===== src/rtl/button_event_arbiter.sv =====
// Push-button front end: 2-FF sync, tick-based debounce, per-channel event queueing, round-robin event port.
// Optional long-press events are enabled by defining BUTTON_EVENT_LONG_PRESS_EN.
module button_event_arbiter #(
    parameter int N_BTN        = 4,
    parameter int TICK_DIV     = 1000000,
    parameter int STABLE_TICKS = 3,
    parameter int LONG_TICKS   = 50
) (
    input  logic                     clk,
    input  logic                     rst_n,
    input  logic [N_BTN-1:0]         btn_raw,
    output logic [N_BTN-1:0]         btn_level,
    output logic                     evt_valid,
    input  logic                     evt_ready,
    output logic [$clog2(N_BTN)-1:0] evt_id,
    output logic                     evt_long,
    output logic [N_BTN-1:0]         overrun,
    output logic                     dbg_state
);
    localparam int ID_W  = $clog2(N_BTN);
    localparam int CNT_W = (TICK_DIV > 1) ? $clog2(TICK_DIV) : 1;
    localparam int DB_W  = $clog2(STABLE_TICKS + 1);

    localparam logic [0:0] ST_IDLE    = 1'b0;
    localparam logic [0:0] ST_PRESENT = 1'b1;

    logic [0:0]       state;
    logic [CNT_W-1:0] tick_cnt;
    logic             tick;
    logic [N_BTN-1:0] sync1, sync2;
    logic [DB_W-1:0]  db_cnt [N_BTN];
    logic [N_BTN-1:0] press_pend, press_set, press_clr, press_drop;
    logic [N_BTN-1:0] long_pend, long_drop;
    logic [N_BTN-1:0] req;
    logic [ID_W-1:0]  rr_ptr, gnt_id, cand;
    logic             any_req, gnt_long, take, load;
    int               idx;

    assign dbg_state = state;
    assign tick      = (tick_cnt == CNT_W'(TICK_DIV - 1));

    always_ff @(posedge clk or negedge rst_n) begin
        if (!rst_n) begin
            tick_cnt <= '0;
            sync1    <= '0;
            sync2    <= '0;
        end else begin
            tick_cnt <= tick ? '0 : tick_cnt + 1'b1;
            sync1    <= btn_raw;
            sync2    <= sync1;
        end
    end

    // Level toggles on the STABLE_TICKS-th consecutive differing sample.
    always_ff @(posedge clk or negedge rst_n) begin
        if (!rst_n) begin
            btn_level <= '0;
            for (int i = 0; i < N_BTN; i++) db_cnt[i] <= '0;
        end else if (tick) begin
            for (int i = 0; i < N_BTN; i++) begin
                if (sync2[i] != btn_level[i]) begin
                    if (db_cnt[i] == DB_W'(STABLE_TICKS - 1)) begin
                        btn_level[i] <= ~btn_level[i];
                        db_cnt[i]    <= '0;
                    end else begin
                        db_cnt[i] <= db_cnt[i] + 1'b1;
                    end
                end else begin
                    db_cnt[i] <= '0;
                end
            end
        end
    end

    always_comb begin
        press_set = '0;
        press_clr = '0;
        for (int i = 0; i < N_BTN; i++) begin
            press_set[i] = tick && sync2[i] && !btn_level[i] &&
                           (db_cnt[i] == DB_W'(STABLE_TICKS - 1));
            press_clr[i] = load && !gnt_long && (gnt_id == ID_W'(i));
        end
    end

    // A set coinciding with the clear of the same bit simply re-queues it.
    assign press_drop = press_set & press_pend & ~press_clr;

    always_ff @(posedge clk or negedge rst_n) begin
        if (!rst_n) begin
            press_pend <= '0;
            overrun    <= '0;
        end else begin
            press_pend <= (press_pend & ~press_clr) | press_set;
            overrun    <= press_drop | long_drop;
        end
    end

`ifdef BUTTON_EVENT_LONG_PRESS_EN
    localparam int HOLD_W = $clog2(LONG_TICKS + 1);
    logic [HOLD_W-1:0] hold_cnt [N_BTN];
    logic [N_BTN-1:0]  long_set, long_clr;

    always_comb begin
        long_set = '0;
        long_clr = '0;
        for (int i = 0; i < N_BTN; i++) begin
            long_set[i] = tick && btn_level[i] && (hold_cnt[i] == HOLD_W'(LONG_TICKS - 1));
            long_clr[i] = load && gnt_long && (gnt_id == ID_W'(i));
        end
    end

    assign long_drop = long_set & long_pend & ~long_clr;

    // Hold counter saturates, so long_set fires once per press.
    always_ff @(posedge clk or negedge rst_n) begin
        if (!rst_n) begin
            for (int i = 0; i < N_BTN; i++) hold_cnt[i] <= '0;
            long_pend <= '0;
            evt_long  <= 1'b0;
        end else begin
            for (int i = 0; i < N_BTN; i++) begin
                if (!btn_level[i])
                    hold_cnt[i] <= '0;
                else if (tick && hold_cnt[i] < HOLD_W'(LONG_TICKS))
                    hold_cnt[i] <= hold_cnt[i] + 1'b1;
            end
            long_pend <= (long_pend & ~long_clr) | long_set;
            if (load) evt_long <= gnt_long;
        end
    end
`else
    assign long_pend = '0;
    assign long_drop = '0;
    assign evt_long  = 1'b0;
`endif

    assign req = press_pend | long_pend;

    always_comb begin
        any_req = 1'b0;
        gnt_id  = '0;
        cand    = '0;
        idx     = 0;
        for (int k = 0; k < N_BTN; k++) begin
            idx = int'(rr_ptr) + k;
            if (idx >= N_BTN) idx = idx - N_BTN;
            cand = ID_W'(idx);
            if (!any_req && req[cand]) begin
                any_req = 1'b1;
                gnt_id  = cand;
            end
        end
    end

    assign gnt_long = !press_pend[gnt_id];

    // Event port: an event transfers on a clk edge where evt_valid && evt_ready;
    // while evt_valid is high and evt_ready low, evt_id/evt_long stay stable.
    assign take = (state == ST_IDLE) || evt_ready;
    assign load = take && any_req;

    always_ff @(posedge clk or negedge rst_n) begin
        if (!rst_n) begin
            state     <= ST_IDLE;
            evt_valid <= 1'b0;
            evt_id    <= '0;
            rr_ptr    <= '0;
        end else if (load) begin
            state     <= ST_PRESENT;
            evt_valid <= 1'b1;
            evt_id    <= gnt_id;
            rr_ptr    <= (gnt_id == ID_W'(N_BTN - 1)) ? '0 : gnt_id + 1'b1;
        end else if (state == ST_PRESENT && evt_ready) begin
            state     <= ST_IDLE;
            evt_valid <= 1'b0;
        end
    end
endmodule


===== config.mk =====
export PLATFORM = sky130hd
export DESIGN_NAME = button_event_arbiter
export DESIGN_NICKNAME = d
export VERILOG_FILES = /design/src/rtl/button_event_arbiter.sv
export SDC_FILE = /design/constraint.sdc
export NUM_CORES = 1
export LEC_CHECK = 0
export ABC_AREA = 1
export BUFFER_PORTS_ARGS = -buffer_cell sky130_fd_sc_hd__buf_4
export CORE_MARGIN = 3
export CORE_UTILIZATION = 35
export CTS_CLUSTER_SIZE = 12
export DETAILED_ROUTE_END_ITERATION = 6
export PLACE_DENSITY = 0.54
export SYNTH_ARGS = -nofsm -noshare
export SYNTH_HDL_FRONTEND = slang
export SYNTH_SLANG_ARGS = --single-unit

===== constraint.sdc =====
create_clock -name clk -period 2.16 [get_ports clk]
set_clock_uncertainty 0.1 [all_clocks]
set_input_delay 0.216 -clock clk [delete_from_list [all_inputs] [get_ports clk]]
set_output_delay 0.216 -clock clk [all_outputs]
set_load 0.05 [all_outputs]

* Word-level counts from Yosys, hierarchy flattened *
Cells that the tools add are included.

storage, ports and cells
  word-level logic and storage cells = 130
  memories kept = 0
  memory bits (writable) = 0
  ROM bits = 0
  input bits = 7
  bits in latches = 0
  output and inout bits = 13
  bits in registers = 53

cells by class
  equality and inequality tests = 12
  order comparisons = 9
  bitwise operators = 10
  $add $sub $neg = 13
  div/mod/pow operators = 0
  reductions and logical operators = 36
  shift operators = 0
  multiply operators = 0
  mux-type cells = 34

operators by type and width
  cell                                                        number
  2-to-1 mux 2 bit                                            17
  logical AND 1 bit                                           22
  adder 20 x 1 -> 20 bit, second input constant               1
  equality test 20 bit, second input constant                 1
  2-to-1 mux 20 bit                                           1
  less-than comparator 2 x 3 -> 1 bit, second input constant  5
  bitwise AND 4 bit                                           3
  equality test 2 bit, second input constant                  6
  AND reduction 3 bit                                         4
  2-to-1 mux 1 bit                                            11
  adder 2 x 1 -> 2 bit, second input constant                 5
  binary-select mux 1 bit (select 2 bit)                      5
  >= comparator 3 bit, second input constant                  3
  subtractor 2 x 1 -> 2 bit, second input constant            4
  zero test 1 bit                                             7
  adder 2 x 2 -> 3 bit, second input constant                 2
  NOT 1 bit                                                   5
  != test 1 bit                                               4
  NOT 4 bit                                                   1
  bitwise OR 4 bit                                            1
  adder 2 x 1 -> 3 bit, second input constant                 1
  >= comparator 2 x 3 -> 1 bit, second input constant         1
  equality test 2 x 1 -> 1 bit, second input constant         1
  zero test 2 bit                                             1
  2 further kinds                                             2

* Depth between registers and ports, before layout *
Gate-level depths: netlist of the first run.

  word-level depth = 21
  mapped depth = 15
  mapped depth without buffers = 14

* Worst setup path after synthesis of the first run *
No wires, ideal clock.

  kind = reg-to-reg
  from = register rr_ptr[0]
  to = register rr_ptr[1]
  cell stages (with the launch flop) = 13
  required time = 1.937 ns
  slack = 0.264 ns
  path buffers = 1
  arrival time = 1.674 ns
  setup time = 0.123 ns
  clock period less this slack = 1.896 ns
  cells stage by stage = dfrtp_1 -> buf_6 -> inv_6 -> nand2_1 -> nand3_1 -> nand2_1 -> nor2_4 -> nand3_2 -> nand3_1 -> inv_1 -> ha_1 -> nand2_1 -> o21ai_1

between the ends
  word-level cells in the longest chain between the ends = 16
  elaborated cells on any way between the ends = 41
  classes of those cells = 8 x add/sub; 4 x order compare; 1 x eq/ne; 21 x mux; 7 x reduce/logical

RTL lines
  item                                                                           line  RTL
  from (decl)                                                                    35    logic [ID_W-1:0] rr_ptr, gnt_id, cand;
  from (signal assigned)                                                         172   rr_ptr <= (gnt_id == ID_W'(N_BTN - 1)) ? '0 : gnt_id + 1'b1;
  parallel branches: the longest is 13 deep, another holds adder 2 x 1 -> 3 bit  -
  2-to-1 mux 2 bit *                                                             148   if (!any_req && req[cand]) begin
  via gnt_id[0]                                                                  35
  adder 2 x 1 -> 2 bit or equality test 2 bit (tied branches)                    172
  2-to-1 mux 2 bit *                                                             172

Mark *: on every way through the listed nets, which the timed path passes. The select of a mux whose other input is x is not followed.
A chain may end at the register's enable or synchronous reset.

* Final worst setup path of the first run *
  from = register rr_ptr[0]
  to = register press_pend[1]

between the ends
  word-level cells in the longest chain between the ends = 21
  elaborated cells on any way between the ends = 46
  classes of those cells = 7 x add/sub; 4 x order compare; 1 x eq/ne; 22 x mux; 3 x bitwise; 9 x reduce/logical

RTL lines
  item                                                                           line  RTL
  parallel branches: the longest is 13 deep, another holds adder 2 x 1 -> 3 bit  -
  2-to-1 mux 2 bit *                                                             148
  via gnt_id[0]                                                                  35
  binary-select mux 1 bit (select 2 bit)                                         155   assign gnt_long = !press_pend[gnt_id];
  2-to-1 mux 1 bit (not written as such)                                         155
  logical AND 1 bit                                                              81    press_clr[i] = load && !gnt_long && (gnt_id == ID_W'(i));
  logical AND 1 bit *                                                            81
  NOT 4 bit *                                                                    93    press_pend <= (press_pend & ~press_clr) | press_set;
  bitwise AND 4 bit *                                                            93
  bitwise OR 4 bit *                                                             93
  to (signal assigned)                                                           93
  to (decl)                                                                      32    logic [N_BTN-1:0] press_pend, press_set, press_clr, press_drop;

Marks and branches as above.

==> results of run 1 <==
## layer usage
layer	share of wire, %	up-vias	GRT usage [%]
li1	-	1167	-
met1	50	1042	19.7
met2	44	48	20.2
met3	4.8	7	3.16
met4	0.97	0	3.91
met5	0	-	0
## tightest hold or removal path: cells and delay by family
kind | cells | cell delay (ns)
AND/OR/NAND/NOR | 2 | 0.30
buffers and inverters | 2 | 0.11
## layout by cell type, fill, tap and decap left out
master	Yosys	layout
a22o_1	1	1
a31oi_1	1	1
buf_4	2	25
buf_6	3	1
clkbuf_8	0	5
conb_1	1	1
dfrtp_1	53	51
dfrtp_2	0	2
dlygate4sd3_1	0	5
ha_1	5	5
inv_1	49	47
inv_2	1	3
inv_4	1	1
inv_6	1	3
inv_8	0	1
nand2_1	89	87
nand2_2	5	7
nand2_4	1	1
nand3_1	24	20
nand3_2	2	6
nand4_1	18	18
nor2_1	38	38
nor2_2	1	1
nor2_4	2	2
nor3_1	8	8
nor3_2	4	4
nor4_1	2	2
o21ai_0	9	9
o21ai_1	2	2
o21ai_2	4	4
o22ai_1	1	1
o22ai_2	2	2
or2_2	3	3
xnor2_1	4	4
xor2_1	8	8
## worst max-delay path by stage
stage,from,endpoint,cells past startpoint
global route,rr_ptr[0],overrun[3],13
finish,rr_ptr[0],press_pend[1],12
global placement,rr_ptr[0],press_pend[2],14
floorplan,rr_ptr[0],rr_ptr[1],12
CTS,rr_ptr[0],press_pend[2],14
detailed placement,rr_ptr[0],press_pend[2],14
## cells in the mapped netlist
library cell / count
nand4_1: 18
buf_2: 2
buf_6: 3
a31oi_1: 1
nor3_2: 4
nand2_1: 89
buf_4: 2
nand2_2: 5
nor2_1: 38
inv_4: 1
nand2_4: 1
o22ai_1: 1
o21ai_2: 4
o21ai_1: 2
a22o_1: 1
nor3_1: 8
inv_1: 49
dfrtp_1: 53
ha_1: 5
xnor2_1: 4
conb_1: 1
nand3_1: 24
nand3_2: 2
nor4_1: 2
nor2_2: 1
o22ai_2: 2
or2_2: 3
xor2_1: 8
inv_2: 1
o21ai_0: 9
inv_6: 1
nor2_4: 2
## per-stage QoR
step	cells	util (%)	power [mW]	hold slack [ns]
after floorplan	347	-	2.05	-0.180
after global placement	467	39.4	2.32	0.207
after detailed placement	467	39.4	2.33	0.214
after CTS	480	41.3	2.96	0.233
after global routing	481	41.8	3.29	0.278
final	481	41.8	3.01	0.257
## state kept, by name (all words and copies together), names as in the netlist
signal	flops
sync2	4
btn_level	4
db_cnt	8
dbg_state	1
press_pend	4
rr_ptr	2
overrun	4
evt_id	2
sync1	4
tick_cnt	20
## cells by family (layout without fill, tap and decap cells)
family                   after synthesis  count (layout)  synth area share [%]
AO/OA/AOI/OAI                         20              20                  4.86
XOR/XNOR                              12              12                  3.74
adder cells (fa/ha/maj)                5               5                  2.23
buffers and inverters                 59              91                  9.31
flip-flops                            53              53                  47.2
other                                  1               1                 0.134
AND/OR/NAND/NOR                      197             197                  32.5
## power by group
| part | internal [mW] | total, mW | switching [mW] | leakage, nW |
|---|---|---|---|---|
| combinational | 0.431 | 1.26 | 0.830 | 0.903 |
| clock | 0.246 | 0.610 | 0.364 | 0.0511 |
| sequential | 1.07 | 1.14 | 0.0684 | 0.696 |
| total | 1.75 | 3.01 | 1.26 | 1.65 |
## what timing repair did
action / in CTS / in global routing
setup endpoints to repair: 0 / 9
endpoints found under the hold margin: 57 / 0
hold buffers: 5 / 0
buffers inserted: 0 / 1
resized for setup: 0 / 13
## area by class of cell
| type | instances | area [um2] |
|---|---|---|
| clock buffer | 5 | 68.8 |
| clock inverter | 3 | 28.8 |
| fill | 797 | 4520 |
| inverter | 52 | 203 |
| multi-input combinational | 235 | 1240 |
| sequential | 53 | 1330 |
| tap | 102 | 128 |
| timing repair buffer | 31 | 249 |
==> summary.txt, run 1 <==
Outcome
  – Outcome: complete, no violations

Floorplanning
  – Starting Density: 36.1%
  – Chip width: 95.6 um
  – Row count: 32
  – Die height: 95.6 um
  – CORE AREA: 7770 um2
  – # IOs: 20
  – Die area: 9130 um2

Route
  – Via count: 2264
  – Initial DRC Count: 74
  – DRC: 0
  – Post-DR wirelength/cell: 11.8 um
  – Routed wire length: 5680 um
  – Vias per cell: 4.71
  – Antenna viol nets, final: 0
  – DRT Pass-1 Iters: 4

Critical path
  – Crit path cell chain: buf_6 > nand2_1 > nand3_1 > nand2_1 > inv_1 > nand3_1 > nand3_2 > inv_1 > ha_1 > nand3_1 > nand2_1 > nand2_1
  – CP most frequent cell: nand2_1
  – Crit path max-delay family: simple AND/OR/NAND/NOR gates
  – Crit path buffers/inverters: 3
  – Worst reg2reg path startpoint: rr_ptr[0]
  – FF-to-FF End: press_pend[1]
  – Setup CP Type: reg2reg
  – CP Capture Type: register
  – CP max stage cell: dfrtp_2
  – CP max FO: 6
  – R2R cell count: 12
  – Reg2Reg Setup Slack: 0.18 ns
  – Max stage delay on crit path: 0.48 ns
  – CP arrival: 2.09 ns
  – Startpoint types: register
  – Critical Path RT: 2.28 ns

Timing
  – Worst-Margin Slew: 0.666 ns
  – Tmin final: 1.98 ns
  – Tcrit/Tclk final: 91.6%
  – Max-slew violation count: 0
  – Setup ws final: 0.182 ns
  – Final setup fails: 0
  – Setup TNS: 0 ns
  – Fmax: 506 MHz
  – Final hold vios: 0
  – Slew headroom: 55.6%

Logic synthesis
  – Synth Area per Inst: 8.09 um2
  – Top cell type's share of synthesized area: 47.2%
  – Synthesized flop and latch total: 53
  – Cell taking the most area after synthesis: dfrtp_1
  – Yosys Warn Count: 0
  – Post-Syn Instances: 347
  – Sequential fraction of the synthesis area: 47.2%
  – Post-synth net total: 359
  – Synth area leaders: dfrtp_1 (47%), nand2_1 (12%), inv_1 (6.6%)
  – Library cells used by synthesis: 32
  – Mapped cell area: 2810 um2

Place
  – Post-DP Area: 3060 um2
  – Final GP Congestion: 0.832
  – Placement Setup Slack: 0.101 ns
  – IO buf count: 18
  – Dpl hpwl: 4270 um

Global routing
  – Grt ovf: 0
  – Largest net degree at the start of global routing: 54
  – Vias in the first global route: 2131
  – First-pass GRT wire length: 9760 um
  – Overall routing resource usage: 13.6%
  – Initial antenna violation count: 0

Layout
  – Syn-to-layout area delta: 15.8%
  – Diode count: 0
  – Design area: 3250 um2
  – Share of post-route cells with drive strength above 1: 18.7%
  – Final #Nets: 390

Power and ir drop
  – Pwr dens: 926 nW/um2
  – Maximum VDD drop: 446 uV
  – Pleak: 1.65 nW

Min path
  – Worst Hold Path Cells: 4
  – Hold Path Sink: dbg_state
  – Hold Path Class: in2reg
  – Worst Hold Launch: evt_ready

CTS
  – Root buffer cell: clkbuf_8
  – Max Root-Sink Buffers: 2
  – Worst-Skew Late Latency: 0.32 ns
  – Clk slew on worst S/H paths: 0.11 ns
  – CTS buffer count: 5
  – TritonCTS clock tree: built
  – Clock sinks: 53
  – Htree depth: 2

Job
  – Max Cap Viol: 0
No activity file was read; power rests on OpenSTA's default activity.
==> inputs of run 2 (changes only) <==
--- a/config.mk
+++ b/config.mk
@@ -7,11 +7,12 @@
 export LEC_CHECK = 0
 export ABC_AREA = 1
 export BUFFER_PORTS_ARGS = -buffer_cell sky130_fd_sc_hd__buf_4
+export CORE_ASPECT_RATIO = 1.5
 export CORE_MARGIN = 3
-export CORE_UTILIZATION = 35
+export CORE_UTILIZATION = 45
 export CTS_CLUSTER_SIZE = 12
 export DETAILED_ROUTE_END_ITERATION = 6
-export PLACE_DENSITY = 0.54
+export PLACE_DENSITY = 0.65
 export SYNTH_ARGS = -nofsm -noshare
 export SYNTH_HDL_FRONTEND = slang
 export SYNTH_SLANG_ARGS = --single-unit
==> run 2 against run 1 <==
Count of clock-buffer cells in the layout unchanged. Final cell count down 5.0%. Sequential power about the same. Via count up 1.9%. Sequential share of layout area down 0.63 points. Setup slack worse by 0.099 ns. Final area up 1.5%. Critical path depth up 1. First-iteration DRC count down 8.1%. Die area down 21%. Critical endpoint unchanged.
==> summary.txt, run 2 (synthesized netlist as in run 1, its figures left out) <==
Critical path
  – Reg2Reg Setup Slack: 0.08 ns (-0.10 ns)
  – Crit path cell chain: buf_6 > nand2_2 > nand2_4 > nand2_4 > nand2_2 > nor2_4 > nand4_1 > nand2_2 > buf_4 > ha_1 > nand3_1 > nand2_1 > nand2_1
  – Crit path max-delay family: simple AND/OR/NAND/NOR gates
  – Max stage delay on crit path: 0.47 ns (about the same)
  – Setup CP Type: reg2reg
  – Startpoint types: register
  – Critical Path RT: 2.26 ns (-0.02 ns)
  – Setup crit start: rr_ptr[0]
  – Levels on crit path: 13 (+1)
  – CP max stage cell: dfrtp_2
  – Crit path buffers/inverters: 2 (-1)
  – CP arrival: 2.17 ns (+0.08 ns)
  – CP Capture Type: register
  – CP most frequent cell: nand2_2
  – CP max FO: 5 (-1)
  – R2R cell count: 13 (+1)
  – FF-to-FF End: press_pend[1]
  – Worst reg2reg path startpoint: rr_ptr[0]

Floorplanning
  – Die area: 7240 um2 (-21%)
  – Row count: 34 (+6.3%)
  – Die height: 103 um (+7.5%)
  – CORE AREA: 5910 um2 (-24%)
  – # IOs: 20 (unchanged)
  – Starting Density: 47.5% (+11 points)
  – Chip width: 70.5 um (-26%)

Min path
  – Hold Path Sink: sync2[1]
  – Worst Hold Launch: sync1[1]
  – Worst Hold Path Cells: 0 (-4)
  – Hold Path Class: reg2reg

Layout
  – Commonest non-fill, non-tap cell in the layout: nand2_1
  – Largest regs: tick_cnt (20), db_cnt (8)
  – Max reg flops: 20 (unchanged)
  – Diode count: 0 (unchanged)
  – Design area: 3300 um2 (+1.5%)
  – Final #Nets: 396 (+1.5%)
  – Reg with most FFs: tick_cnt
  – Syn-to-layout area delta: 17.5%
  – Most frequent cells in the layout: nand2_1 (81), dfrtp_1 (52), inv_1 (48)
  – Share of post-route cells with drive strength above 1: 20.8% (+2.0 points)

CTS
  – Max Root-Sink Buffers: 2 (unchanged)
  – Worst-Skew Late Latency: 0.31 ns (about the same)
  – Clock sinks: 53 (unchanged)
  – Clk slew on worst S/H paths: 0.09 ns (-0.02 ns)
  – CTS buffer count: 5 (unchanged)
  – Htree depth: 2 (unchanged)
  – TritonCTS clock tree: built
  – Root buffer cell: clkbuf_8

Power and ir drop
  – Sequential power share: 34.8% (-3.0 points)
  – Pwr dens: 986 nW/um2 (+6.5%)
  – Maximum VDD drop: 565 uV (+27%)
  – Power share of the combinational group: 44.6% (+2.7 points)
  – Tot Pwr: 3.25 mW (+8.1%)
  – Pleak: 1.69 nW (+2.6%)
  – Clock power frac: 20.6% (+0.3 points)
  – Switching share of power: 39.9% (-2.0 points)
  – Int Pwr: 1.95 mW (+12%)
  – Net Sw Power: 1.30 mW (+2.8%)

Timing
  – Max-slew violation count: 0 (unchanged)
  – Tmin final: 2.08 ns (+0.0991 ns)
  – Final hold vios: 0 (unchanged)
  – Slew headroom: 57.1% (+1.5 points)
  – Fmax: 482 MHz (-4.8%)
  – Worst-Margin Slew: 0.644 ns (-0.0223 ns)
  – Tcrit/Tclk final: 96.1% (+4.6 points)
  – Final setup fails: 0 (unchanged)

Global routing
  – Grt ovf: 0 (unchanged)
  – Vias in the first global route: 2303 (+8.1%)
  – First-pass GRT wire length: 9940 um (+1.8%)
  – Initial antenna violation count: 0 (unchanged)
  – Overall routing resource usage: 17.4% (+3.8 points)
  – Largest net degree at the start of global routing: 54 (unchanged)

Route
  – DRT Pass-1 Iters: 4 (unchanged)
  – DRC: 0 (unchanged)
  – Via count: 2307 (+1.9%)
  – Post-DR wirelength/cell: 12.7 um (+7.7%)
  – Initial DRC Count: 68 (-8.1%)
  – Routed wire length: 5810 um (+2.3%)
  – Vias per cell: 5.05 (+7.3%)
  – Antenna viol nets, final: 0 (unchanged)

Place
  – IO buf count: 18 (unchanged)
  – Dpl hpwl: 4480 um (+4.9%)
  – Post-DP Area: 3020 um2 (-1.5%)
  – Final GP Congestion: 0.921 (+11%)

Job
  – Max Cap Viol: 0 (unchanged)

Outcome
  – Outcome: complete, no violations
==> run 2: final cells by class <==
cell class	instances	area [um2]
multi-input cells	235	1260
fillers	554	2620
inverters	52	203
well taps	72	90.1
flip-flops and latches	53	1330
clock buffers	5	68.8
clock inverters	3	46.3
repair buffers	37	298
==> run 2: worst max path at each step <==
stage                    endpoint  slack (ns)
global placement       overrun[3]        0.04
detailed placement     overrun[2]        0.06
floorplan               rr_ptr[1]        0.26
finish              press_pend[1]        0.08
CTS                    overrun[2]        0.04
global route           overrun[2]       -0.04
==> run 2: timing repair <==
item	in CTS	in global routing
hold buffers	5	0
gates resized for setup	0	22
endpoints found under the hold margin	57	0
buffers inserted	0	8
setup endpoints to repair	0	8
==> run 2: power groups by stage <==
stage,logic [mW],clock network [mW],registers (mW)
2_1_floorplan,0.835,0,1.22
3_3_place_gp,1.21,0,1.16
3_5_place_dp,1.20,0,1.16
4_1_cts,1.21,0.695,1.14
5_1_grt,1.61,0.728,1.14
6_report,1.45,0.669,1.13
==> run 2: layer usage <==
metal	vias up	track usage [%]	wire length, um
met5	-	0	0
met3	13	2.63	139
met4	0	7.37	155
met2	38	34.1	3290
li1	1169	-	-
met1	1087	18.1	2230
==> run 2: stage by stage <==
stage	TNS (ns)	instances	utilization (%)	setup slack [ns]	hold WS, ns
after floorplan	0	347	-	0.264	-0.180
after global placement	0	436	51.1	0.0382	0.190
after detailed placement	0	436	51.1	0.0559	0.194
after CTS	0	449	53.9	0.0392	0.250
after global routing	-0.123	457	55.8	-0.0415	0.273
final	0	457	55.8	0.0834	0.254
==> run 2: worst register-to-register path, stage by stage, from the launching register on <==
cell,delay (ns)
dfrtp_2,0.47
buf_6,0.14
nand2_2,0.08
nand2_4,0.07
nand2_4,0.08
nand2_2,0.06
nor2_4,0.16
nand4_1,0.20
nand2_2,0.14
buf_4,0.11
ha_1,0.12
nand3_1,0.08
nand2_1,0.10
nand2_1,0.05
==> inputs of run 3 (changes only) <==
--- a/config.mk
+++ b/config.mk
@@ -7,7 +7,7 @@
 export LEC_CHECK = 0
 export ABC_AREA = 1
 export BUFFER_PORTS_ARGS = -buffer_cell sky130_fd_sc_hd__buf_4
-export CORE_ASPECT_RATIO = 1.5
+export CORE_ASPECT_RATIO = 2
 export CORE_MARGIN = 3
 export CORE_UTILIZATION = 45
 export CTS_CLUSTER_SIZE = 12
==> run 3 against run 2 <==
Final cell count decreased by 3.5%. First-iteration DRC count increased by 22%. Count of clock-buffer cells in the layout increased by 1. Non-clock buffer count decreased by 7. Maximum frequency increased by 2.4%. Global-route usage increased by 2.7 points. Routed wire length increased by 9.1%. Critical endpoint is now press_pend[2]. Sequential share of layout area increased by 0.78 points. Highest routed layer unchanged. Sequential power about the same. Clock power increased by 21%. Critical path depth decreased by 1.
==> summary.txt, run 3 (synthesized netlist as in run 1, its figures left out) <==
Floorplanning
  – Starting Density: 46.8% (-0.73 points)
  – Die area: 7280 um2 (+0.52%)
  – Chip width: 61.9 um (-12%)
  – Row count: 40 (+18%)
  – Die height: 118 um (+15%)
  – # IOs: 20 (unchanged)
  – CORE AREA: 6010 um2 (+1.6%)

Place
  – Dpl hpwl: 4910 um (+9.6%)
  – IO buf count: 18 (unchanged)
  – Placement Setup Slack: 0.0972 ns (+0.0413 ns)
  – Final GP Congestion: 0.913 (-0.90%)
  – Post-DP Area: 3010 um2 (-0.37%)

Route
  – Vias per cell: 5.33 (+5.6%)
  – Post-DR wirelength/cell: 14.4 um (+13%)
  – DRC: 0 (unchanged)
  – Initial DRC Count: 83 (+22%)
  – Via count: 2350 (+1.9%)
  – DRT Pass-1 Iters: 5 (+1)
  – Routed wire length: 6340 um (+9.1%)
  – Antenna viol nets, final: 0 (unchanged)

Critical path
  – CP Capture Type: register
  – Max stage delay on crit path: 0.47 ns (about the same)
  – Crit path buffers/inverters: 2 (unchanged)
  – CP max stage cell: dfrtp_2
  – Reg2Reg Setup Slack: 0.13 ns (+0.05 ns)
  – CP arrival: 2.12 ns (-0.05 ns)
  – Setup CP Type: reg2reg
  – Crit path cell chain: buf_6 > nand2_1 > o21ai_0 > o21ai_1 > nand3_1 > nand3_2 > nand2_2 > inv_1 > ha_2 > nand3_1 > nand2_1 > nand2_1
  – Startpoint types: register
  – CP max FO: 6 (+1)
  – Worst reg2reg path startpoint: rr_ptr[0]
  – Critical Path RT: 2.25 ns (about the same)
  – Crit path max-delay family: simple AND/OR/NAND/NOR gates
  – R2R cell count: 12 (-1)
  – FF-to-FF End: press_pend[2]
  – CP most frequent cell: nand2_1

Power and ir drop
  – Sequential power share: 34.9% (about the same)
  – Int Pwr: 1.96 mW (+0.15%)
  – Maximum VDD drop: 565 uV (about the same)
  – Pwr dens: 1010 nW/um2 (+2.4%)
  – Power share of the combinational group: 40.4% (-4.2 points)
  – Clock power frac: 24.7% (+4.1 points)
  – Net Sw Power: 1.31 mW (+0.95%)
  – Switching share of power: 40.1% (+0.19 points)
  – Pleak: 1.67 nW (-1.6%)

CTS
  – Clk slew on worst S/H paths: 0.07 ns (-0.02 ns)
  – Max Root-Sink Buffers: 2 (unchanged)
  – CTS buffer count: 5 (unchanged)
  – Htree depth: 2 (unchanged)
  – TritonCTS clock tree: built
  – Clock sinks: 53 (unchanged)
  – Worst-Skew Late Latency: 0.30 ns (about the same)
  – Root buffer cell: clkbuf_16

Layout
  – Max reg flops: 20 (unchanged)
  – Share of post-route cells with drive strength above 1: 17.5% (-3.3 points)
  – Reg with most FFs: tick_cnt
  – Diode count: 0 (unchanged)
  – Fin util: 53.9% (-1.9 points)
  – Syn-to-layout area delta: 15.2%
  – Design area: 3240 um2 (-1.9%)
  – Most frequent cells in the layout: nand2_1 (87), dfrtp_1 (52), inv_1 (48)
  – Final #Nets: 389 (-1.8%)
  – Largest regs: tick_cnt (20), db_cnt (8)
  – Commonest non-fill, non-tap cell in the layout: nand2_1

Timing
  – Max-slew violation count: 0 (unchanged)
  – Setup TNS: 0 ns (unchanged)
  – Fmax: 493 MHz (+2.4%)
  – Final setup fails: 0 (unchanged)
  – Hold WS: 0.248 ns (-0.00554 ns)
  – Final hold vios: 0 (unchanged)
  – Tmin final: 2.03 ns (-0.0490 ns)
  – Slew headroom: 55.7% (-1.4 points)
  – Tcrit/Tclk final: 93.9% (-2.3 points)
  – Worst-Margin Slew: 0.664 ns (+0.0206 ns)
  – Unrepaired setup endpoints after global routing: no
  – Setup ws final: 0.132 ns (+0.0490 ns)

Global routing
  – Overall routing resource usage: 20.0% (+2.7 points)
  – Grt ovf: 0 (unchanged)
  – Initial antenna violation count: 0 (unchanged)
  – Vias in the first global route: 2412 (+4.7%)
  – Largest net degree at the start of global routing: 54 (unchanged)
  – First-pass GRT wire length: 10800 um (+8.3%)

Outcome
  – Outcome: complete, no violations

Min path
  – Worst Hold Path Cells: 0 (unchanged)
  – Hold Path Class: reg2reg
  – Hold Path Sink: sync2[3]
  – Worst Hold Launch: sync1[3]

Job
  – Max Cap Viol: 0 (unchanged)
==> run 3: cell count changes in the layout (fill, tap and decap cells not counted), moves of 2 or more <==
cell,previous run,this run
nand3_1,21,23
nand3_2,5,3
nand2_4,3,1
nand2_1,81,87
clkbuf_16,0,5
buf_4,30,24
clkbuf_8,5,1
nand2_2,11,7
==> run 3: how the worst max path moves through the flow <==
stage / start / endpoint / slack [ns] / depth (start not counted)
floorplan: rr_ptr[0] / rr_ptr[1] / 0.26 / 12
global placement: rr_ptr[0] / overrun[3] / 0.11 / 11
detailed placement: rr_ptr[0] / rr_ptr[1] / 0.1 / 10
CTS: rr_ptr[0] / rr_ptr[1] / 0.09 / 10
global route: rr_ptr[0] / overrun[3] / 0.003 / 13
finish: rr_ptr[0] / press_pend[2] / 0.13 / 12
==> run 3: area by class of cell <==
type | count | area [um2]
Fill cell | 574 | 2770
Sequential cell | 53 | 1330
Multi-Input combinational cell | 235 | 1230
Timing Repair Buffer | 30 | 241
Inverter | 52 | 203
Clock buffer | 6 | 139
Tap cell | 63 | 78.8
Clock inverter | 2 | 13.8
==> run 3: metrics by stage <==
| stage | std cells | total power [mW] |
|---|---|---|
| finish | 441 | 3.27 |
| global placement | 427 | 2.39 |
| global route | 441 | 3.50 |
| detailed placement | 427 | 2.40 |
| CTS | 440 | 3.22 |
| floorplan | 347 | 2.05 |
==> run 3: metal layers <==
layer / vias to the layer above / share of wire (%) / track usage [%]
li1: 1157 / - / -
met1: 1104 / 33 / 19.3
met2: 58 / 58 / 35.2
met3: 31 / 2.8 / 3.73
met4: 0 / 6.2 / 13.7
met5: - / 0 / 0
==> run 3: power by group through the flow <==
stage                     Sequential, mW  Clock, mW  Combinational [mW]
after global routing                1.15      0.872                1.47
after global placement              1.16          0                1.23
final                               1.14      0.807                1.32
after CTS                           1.14      0.834                1.25
after detailed placement            1.16          0                1.24
after floorplan                     1.22          0               0.835
==> run 3: timing repair <==
action | CTS | global route
hold buffers | 5 | 0
resized for setup | 0 | 11
setup endpoints to repair | 0 | 11
setup buffers | 0 | 1
hold endpoints to repair | 57 | 0
